File: config.mk
export PLATFORM = sky130hd
export DESIGN_NAME = rom_fetch_seq_flat
export DESIGN_NICKNAME = d
export VERILOG_FILES = /design/src/rtl/rom_fetch_seq_pkg.sv /design/src/rtl/rom_fetch_seq_if.sv /design/src/rtl/rom_fetch_seq.sv /design/src/flat_wrapper.sv
export SDC_FILE = /design/constraint.sdc
export NUM_CORES = 1
export LEC_CHECK = 0
export ABC_CLOCK_PERIOD_IN_PS = 2870
export CORE_MARGIN = 8
export CORE_UTILIZATION = 43
export DETAILED_ROUTE_END_ITERATION = 12
export PLACE_DENSITY = 0.89
export SYNTH_ARGS = -nofsm -noshare
export SYNTH_HDL_FRONTEND = slang
export SYNTH_SLANG_ARGS = --single-unit
File: constraint.sdc
create_clock -name clk -period 2.87 [get_ports clk]
set_clock_uncertainty 0.15 [all_clocks]
set_input_delay 0.574 -clock clk [delete_from_list [all_inputs] [get_ports clk]]
set_output_delay 0.574 -clock clk [all_outputs]
set_load 0.05 [all_outputs]
File: src/rtl/rom_fetch_seq_pkg.sv
// Shared types and defaults for the ROM fetch sequencer.
package rom_fetch_seq_pkg;

  localparam int unsigned DefAddrW = 4;
  localparam int unsigned DefDataW = 32;

  // Encodings are fixed so that state can be compared against external traces.
  typedef enum logic [1:0] {
    StIdle  = 2'd0,
    StRun   = 2'd1,
    StDrain = 2'd2
  } state_e;

endpackage

File: src/rtl/rom_fetch_seq_if.sv
// Word-pair output stream with valid/ready handshake.
interface rom_fetch_seq_if #(
  parameter int unsigned DATA_W = 32
) ();

  logic [DATA_W-1:0] dato_a;
  logic [DATA_W-1:0] dato_b;
  logic              out_valid;
  logic              out_ready;

  modport master (
    output dato_a,
    output dato_b,
    output out_valid,
    input  out_ready
  );

  modport slave (
    input  dato_a,
    input  dato_b,
    input  out_valid,
    output out_ready
  );

endinterface

File: src/rtl/rom_fetch_seq.sv
// Address sequencer and output register stage for a dual-read ROM.
// Reads ptr and ptr+1 each load and streams the registered pair downstream.
module rom_fetch_seq
  import rom_fetch_seq_pkg::*;
#(
  parameter int unsigned ADDR_W = DefAddrW,
  parameter int unsigned DATA_W = DefDataW
) (
  input  logic              clk,
  input  logic              rst_n,
  input  logic              start,
  input  logic              abort,
  input  logic [ADDR_W-1:0] base_addr,
  input  logic [ADDR_W:0]   count,
  output logic [ADDR_W-1:0] Dir1,
  output logic [ADDR_W-1:0] Dir2,
  input  logic [DATA_W-1:0] DatoL1,
  input  logic [DATA_W-1:0] DatoL2,
  output logic              busy,
  output logic              done,
  rom_fetch_seq_if.master   out_if
);

  localparam logic [ADDR_W:0] RemainOne = {{ADDR_W{1'b0}}, 1'b1};

  state_e            state_q, state_d;
  logic [ADDR_W-1:0] ptr_q, ptr_d;
  logic [ADDR_W:0]   remain_q, remain_d;
  logic [DATA_W-1:0] dato_a_q, dato_a_d;
  logic [DATA_W-1:0] dato_b_q, dato_b_d;
  logic              valid_q, valid_d;
  logic              done_q, done_d;
  logic              load;

  // Output slot is free when empty or being consumed this cycle.
  assign load = (state_q == StRun) && (!valid_q || out_if.out_ready);

  // Next-state, pointer and output-register update.
  always_comb begin
    state_d  = state_q;
    ptr_d    = ptr_q;
    remain_d = remain_q;
    dato_a_d = dato_a_q;
    dato_b_d = dato_b_q;
    valid_d  = valid_q;
    done_d   = 1'b0;
    unique case (state_q)
      StIdle: begin
        // A zero-length burst completes immediately without leaving idle.
        if (start) begin
          if (count != '0) begin
            ptr_d    = base_addr;
            remain_d = count;
            state_d  = StRun;
          end else begin
            done_d = 1'b1;
          end
        end
      end
      StRun: begin
        if (abort) begin
          valid_d = 1'b0;
          state_d = StIdle;
        end else if (load) begin
          dato_a_d = DatoL1;
          dato_b_d = DatoL2;
          valid_d  = 1'b1;
          ptr_d    = ptr_q + ADDR_W'(2);
          remain_d = remain_q - RemainOne;
          if (remain_q == RemainOne) begin
            state_d = StDrain;
          end
        end
      end
      StDrain: begin
        if (abort) begin
          valid_d = 1'b0;
          state_d = StIdle;
        end else if (!valid_q || out_if.out_ready) begin
          valid_d = 1'b0;
          done_d  = 1'b1;
          state_d = StIdle;
        end
      end
      default: state_d = StIdle;
    endcase
  end

  // State and datapath registers.
  always_ff @(posedge clk or negedge rst_n) begin
    if (!rst_n) begin
      state_q  <= StIdle;
      ptr_q    <= '0;
      remain_q <= '0;
      dato_a_q <= '0;
      dato_b_q <= '0;
      valid_q  <= 1'b0;
      done_q   <= 1'b0;
    end else begin
      state_q  <= state_d;
      ptr_q    <= ptr_d;
      remain_q <= remain_d;
      dato_a_q <= dato_a_d;
      dato_b_q <= dato_b_d;
      valid_q  <= valid_d;
      done_q   <= done_d;
    end
  end

  assign Dir1             = ptr_q;
  assign Dir2             = ptr_q + 1'b1;
  assign busy             = (state_q != StIdle);
  assign done             = done_q;
  assign out_if.dato_a    = dato_a_q;
  assign out_if.dato_b    = dato_b_q;
  assign out_if.out_valid = valid_q;

endmodule

File: src/flat_wrapper.sv
// flat-port wrapper written by rule: the top's interface ports become plain ports
module rom_fetch_seq_flat import rom_fetch_seq_pkg::*;
#(
  parameter int unsigned ADDR_W = DefAddrW,
  parameter int unsigned DATA_W = DefDataW
)
  (clk, rst_n, start, abort, base_addr, count, Dir1, Dir2, DatoL1, DatoL2, busy, done, out_if_dato_a, out_if_dato_b, out_if_out_valid, out_if_out_ready);
  rom_fetch_seq_if #(.DATA_W(DATA_W)) out_if_i ();
  input  logic clk;
  input  logic rst_n;
  input  logic start;
  input  logic abort;
  input  logic [ADDR_W-1:0] base_addr;
  input  logic [ADDR_W:0] count;
  output logic [ADDR_W-1:0] Dir1;
  output logic [ADDR_W-1:0] Dir2;
  input  logic [DATA_W-1:0] DatoL1;
  input  logic [DATA_W-1:0] DatoL2;
  output logic busy;
  output logic done;
  output wire logic [$bits(out_if_i.dato_a)-1:0] out_if_dato_a;
  output wire logic [$bits(out_if_i.dato_b)-1:0] out_if_dato_b;
  output wire logic [$bits(out_if_i.out_valid)-1:0] out_if_out_valid;
  input wire logic [$bits(out_if_i.out_ready)-1:0] out_if_out_ready;
  assign out_if_dato_a = out_if_i.dato_a;
  assign out_if_dato_b = out_if_i.dato_b;
  assign out_if_out_valid = out_if_i.out_valid;
  assign out_if_i.out_ready = out_if_out_ready;
  rom_fetch_seq #(.ADDR_W(ADDR_W), .DATA_W(DATA_W)) u_core (.clk(clk), .rst_n(rst_n), .start(start), .abort(abort), .base_addr(base_addr), .count(count), .Dir1(Dir1), .Dir2(Dir2), .DatoL1(DatoL1), .DatoL2(DatoL2), .busy(busy), .done(done), .out_if(out_if_i));
endmodule
==> Word level (Yosys, flattened, before mapping) <==
Cells that the tools add are included.
{ "word_totals": {"regBits": 77, "input_bits": 78, "out_inout_bits": 75} }
{ "classes": {"addsub": 3, "eq_ne": 10, "muxes": 28, "bitwise": 1, "reduce_logical": 12} }
{ "op_table": {"columns": ["cell", "count"], "rows": [
  ["$mux W5", 4],
  ["$mux W4", 4],
  ["$mux W2", 7],
  ["$pmux W5 S2", 1],
  ["$reduce_and A5 Y1", 2],
  ["$mux W1", 8],
  ["$pmux W4 S2", 1],
  ["$ne A3 B2 Y1 const B", 2],
  ["$pmux W2 S3", 1],
  ["$reduce_and A3 Y1", 2],
  ["$reduce_bool A2 Y1", 3],
  ["$eq A5 B1 Y1 const B", 1],
  ["$reduce_bool A5 Y1", 1],
  ["$sub A5 B1 Y5 const B", 1],
  ["$add A4 B1 Y4 const B", 1],
  ["$add A4 B2 Y4 const B", 1],
  ["$ne A2 B1 Y1 const B", 2],
  ["$ne A2 B2 Y1 const B", 2],
  ["$pmux W1 S2", 2],
  ["$ne A3 B3 Y1 const B", 1],
  ["$eq A2 B1 Y1 const B", 1],
  ["$eq A2 B2 Y1 const B", 1],
  ["$logic_not A2 Y1", 1],
  ["$logic_and A1 B1 Y1", 1],
  ["3 further kinds", 3]
]} }

==> Logic depth before layout (Yosys ltp) <==
{ "logic_depth": {"ltp_word": 6, "depth_mapped": 8, "mapped_depth_nobuf": 6} }

==> Worst setup path before layout <==
No wires, ideal clock.
{ "synth_path": {"path_kind": "register to output", "startpoint": "register u_core.ptr_q[2] (netlist: u_core.Dir1[2])", "endpoint": "output port Dir2[3]", "t_arrival_ns": 1.839, "slack_ns": 0.307, "stages_incl_launch_ff": 4, "n_path_buf": 0, "path_cell_list": "dfrtp_1 > ha_1 > nand2_1 > xnor2_1"} }
{ "synth_via": {"elab_chain_len": 1} }
{ "synth_rtl": {"columns": ["element", "line", "source"], "rows": [
  ["start: declaration", "rom_fetch_seq.sv:27", "logic [ADDR_W-1:0] ptr_q, ptr_d;"],
  ["start signal: assignment", "rom_fetch_seq.sv:101", "ptr_q <= ptr_d;"],
  ["$add A4 B1 Y4", "rom_fetch_seq.sv:111", "assign Dir2 = ptr_q + 1'b1;"],
  ["end: declaration", "flat_wrapper.sv:16", "output logic [ADDR_W-1:0] Dir2;"]
]} }
Every way passes these cells.

==> Worst setup path after layout <==
{ "layout_path": {"startpoint": "register u_core.ptr_q[0] (netlist: u_core.Dir1[0])", "endpoint": "output port Dir2[2]"} }
Same word-level chain as after synthesis.

==> flow_summary.ini <==
[outcome]
status = finished, final reports clean

[drt]
routed_wirelength_um = 8520
dr.pass1.iters = 4
drt_iter0_drc = 63
antenna_left = 0
wl_per_cell_um = 17.2
vias = 2429
drc_errors = 0
via_per_inst = 4.89

[sta]
fin_crit_sh = 0.959
rsz0062_at_grt = false
max_freq_ghz = 0.363
final.setup.tns_ns = 0
maxSlewHeadroom = 0.370
maxSlewViolCount = 0
whs_ns = 0.230
tightest_slew_ns = 0.946
fin_crit_ns = 2.75
hold_viol = 0
setup_viol = 0

[synthesis]
synth_edf_count = 0
async_flop_share = 1.00
synth_warnings = 0
yosysUniqueCellTypes = 39
synth_cells = 235
ys_ff_latch = 77
seq_area_frac_synth = 0.583
synth_fp_nets = 322
ys.flop_type = dfrtp_1
synth.avg_cell_area_um2 = 14.1
syn_area_mm2 = 0.00330

[clock_network]
clk_latency_ns = 0.34
cts_inserted_buffers = 9
clockBufferDepth = 2
cts_post_setup_buffers_inserted = 0
cts_tree = done
cts_hold_buf = 0
cts_num_sinks = 77
htree_levels = 3
clk_pin_slew_ns = 0.08
cts_root_buf = clkbuf_8
cts_resized = 0

[job]
maxCapViolations = 0

[place]
dp_hpwl_um = 6550
dp.cells = 481
portBuffers = 152
gp_congestion = 0.828

[floorplanning]
ios = 153
core_area_mm2 = 0.00757
die_w_um = 104
start_util = 0.437
die_area_mm2 = 0.0107
num_rows = 32
die_h_um = 104

[global_route]
track_usage = 0.160
antenna_found_initial = 0
grt-ovfl-total = 0
grt_max_degree = 78
grt_pass1_vias = 2630
grt_pass1_wl_um = 13900

[cells_and_area]
layout_common_cells = 150 x clkdlybuf4s50_1, 77 x dfrtp_1, 61 x mux2_2
layout.nets = 477
final_util = 0.679
final_common_cell = clkdlybuf4s50_1
n_antenna_cell = 0
fin_cells = 497
drive_gt1_frac = 0.220
seqCellArea_mm2 = 0.00193
areaGrowthSynthToFinish_pct = 55.5
nFillCells = 544
multiInputGateArea_mm2 = 0.00126

[power]
power_mw = 7.31
ir_drop_mv = 0.668
p_leak_nw = 2.14
p_per_area_mw_per_mm2 = 1420

[setup_path]
path_class = flop to output pin
end_kind = output pin
crit_fanout = 5
crit_required_ns = 2.15
worstPathArrival_ns = 2.03
cp-start-kind = flop

[min_path]
hp-class = input port to asynchronous set/reset pin
## cell families (layout without fill, tap and decap cells)
family | after synthesis | count (layout) | synth area share
fa+ha+maj | 9 | 9 | 0.0341
flops | 77 | 77 | 0.583
mux | 71 | 71 | 0.242
compound gates | 21 | 21 | 0.0443
simple gates | 32 | 32 | 0.0545
buf+inv | 23 | 183 | 0.0371
xor+xnor | 2 | 2 | 0.00530
## per-layer routing
| metal | up-vias | GRT usage | routed length, µm |
|---|---|---|---|
| met5 | - | 0 | 0 |
| met4 | 0 | 0.0620 | 99 |
| met3 | 8 | 0.0502 | 631 |
| met2 | 94 | 0.280 | 4450 |
| met1 | 1192 | 0.177 | 3350 |
| li1 | 1135 | - | - |
## per-stage QoR
stage                     area (µm²)  worst slack, ns
after CTS                       5140           0.0761
after global placement          4910            0.403
after global routing            5140           0.0232
final                           5140            0.118
after detailed placement        4910            0.350
after floorplan                 3300            0.307
## worst max-delay path, cell delays in order (launching register included)
cell and delay [ns]:
dfrtp_1 0.44, ha_1 0.23, xor2_1 0.16, clkdlybuf4s50_1 0.85
## area by class of cell
cell class                      count  share of cell area
Timing Repair Buffer              155               0.302
Tap cell                          102              0.0248
Multi-Input combinational cell    135               0.244
Inverter                           12             0.00877
Clock inverter                      6              0.0183
Clock buffer                       10              0.0268
Sequential cell                    77               0.375
## path summary, 6_finish.rpt
check | from | slack, ns | cells past startpoint | endpoint
setup / recovery | u_core.Dir1[0] | 0.12 | 3 | Dir2[2]
hold / removal | rst_n | 0.23 | 1 | u_core.out_if.dato_b[15]
setup reg to reg | u_core.state_q[1] | 0.49 | 7 | u_core.Dir1[2]
hold reg to reg | u_core.out_if.dato_b[10] | 0.34 | 1 | u_core.out_if.dato_b[10]
max in group asynchronous | rst_n | 1.74 | 1 | u_core.remain_q[3]
min in group clk | u_core.out_if.dato_b[10] | 0.34 | 1 | u_core.out_if.dato_b[10]
## power breakdown
group          leakage, nW  switching (mW)  internal [mW]
Combinational         1.12            2.77           1.67
Sequential           0.909           0.315           1.63
Clock                0.113           0.404          0.519
## state kept, by name, summed over array words and instances (netlist names)
register                 cells
u_core.state_q               2
u_core.out_if.out_valid      1
u_core.Dir1                  4
u_core.out_if.dato_a        32
u_core.remain_q              5
u_core.out_if.dato_b        32
u_core.done                  1
## Yosys cell counts (all sizes together) (2+ instances only)
cell | count | area, µm²
nor3 | 5 | 25.0
nand2b | 2 | 12.5
o21ai | 4 | 20.0
nor2 | 7 | 26.3
inv | 12 | 45.0
mux2i | 4 | 40.0
nor4 | 2 | 18.8
nand3b | 2 | 15.0
dfrtp | 77 | 1930
nand2 | 3 | 11.3
mux2 | 67 | 758
nand3 | 2 | 10.0
ha | 9 | 113
a31oi | 3 | 18.8
a21oi | 2 | 10.0
nor2b | 6 | 42.5
buf | 10 | 73.8
o22a | 2 | 17.5
o31ai | 2 | 15.0
Power figures use the tool's default switching activity.
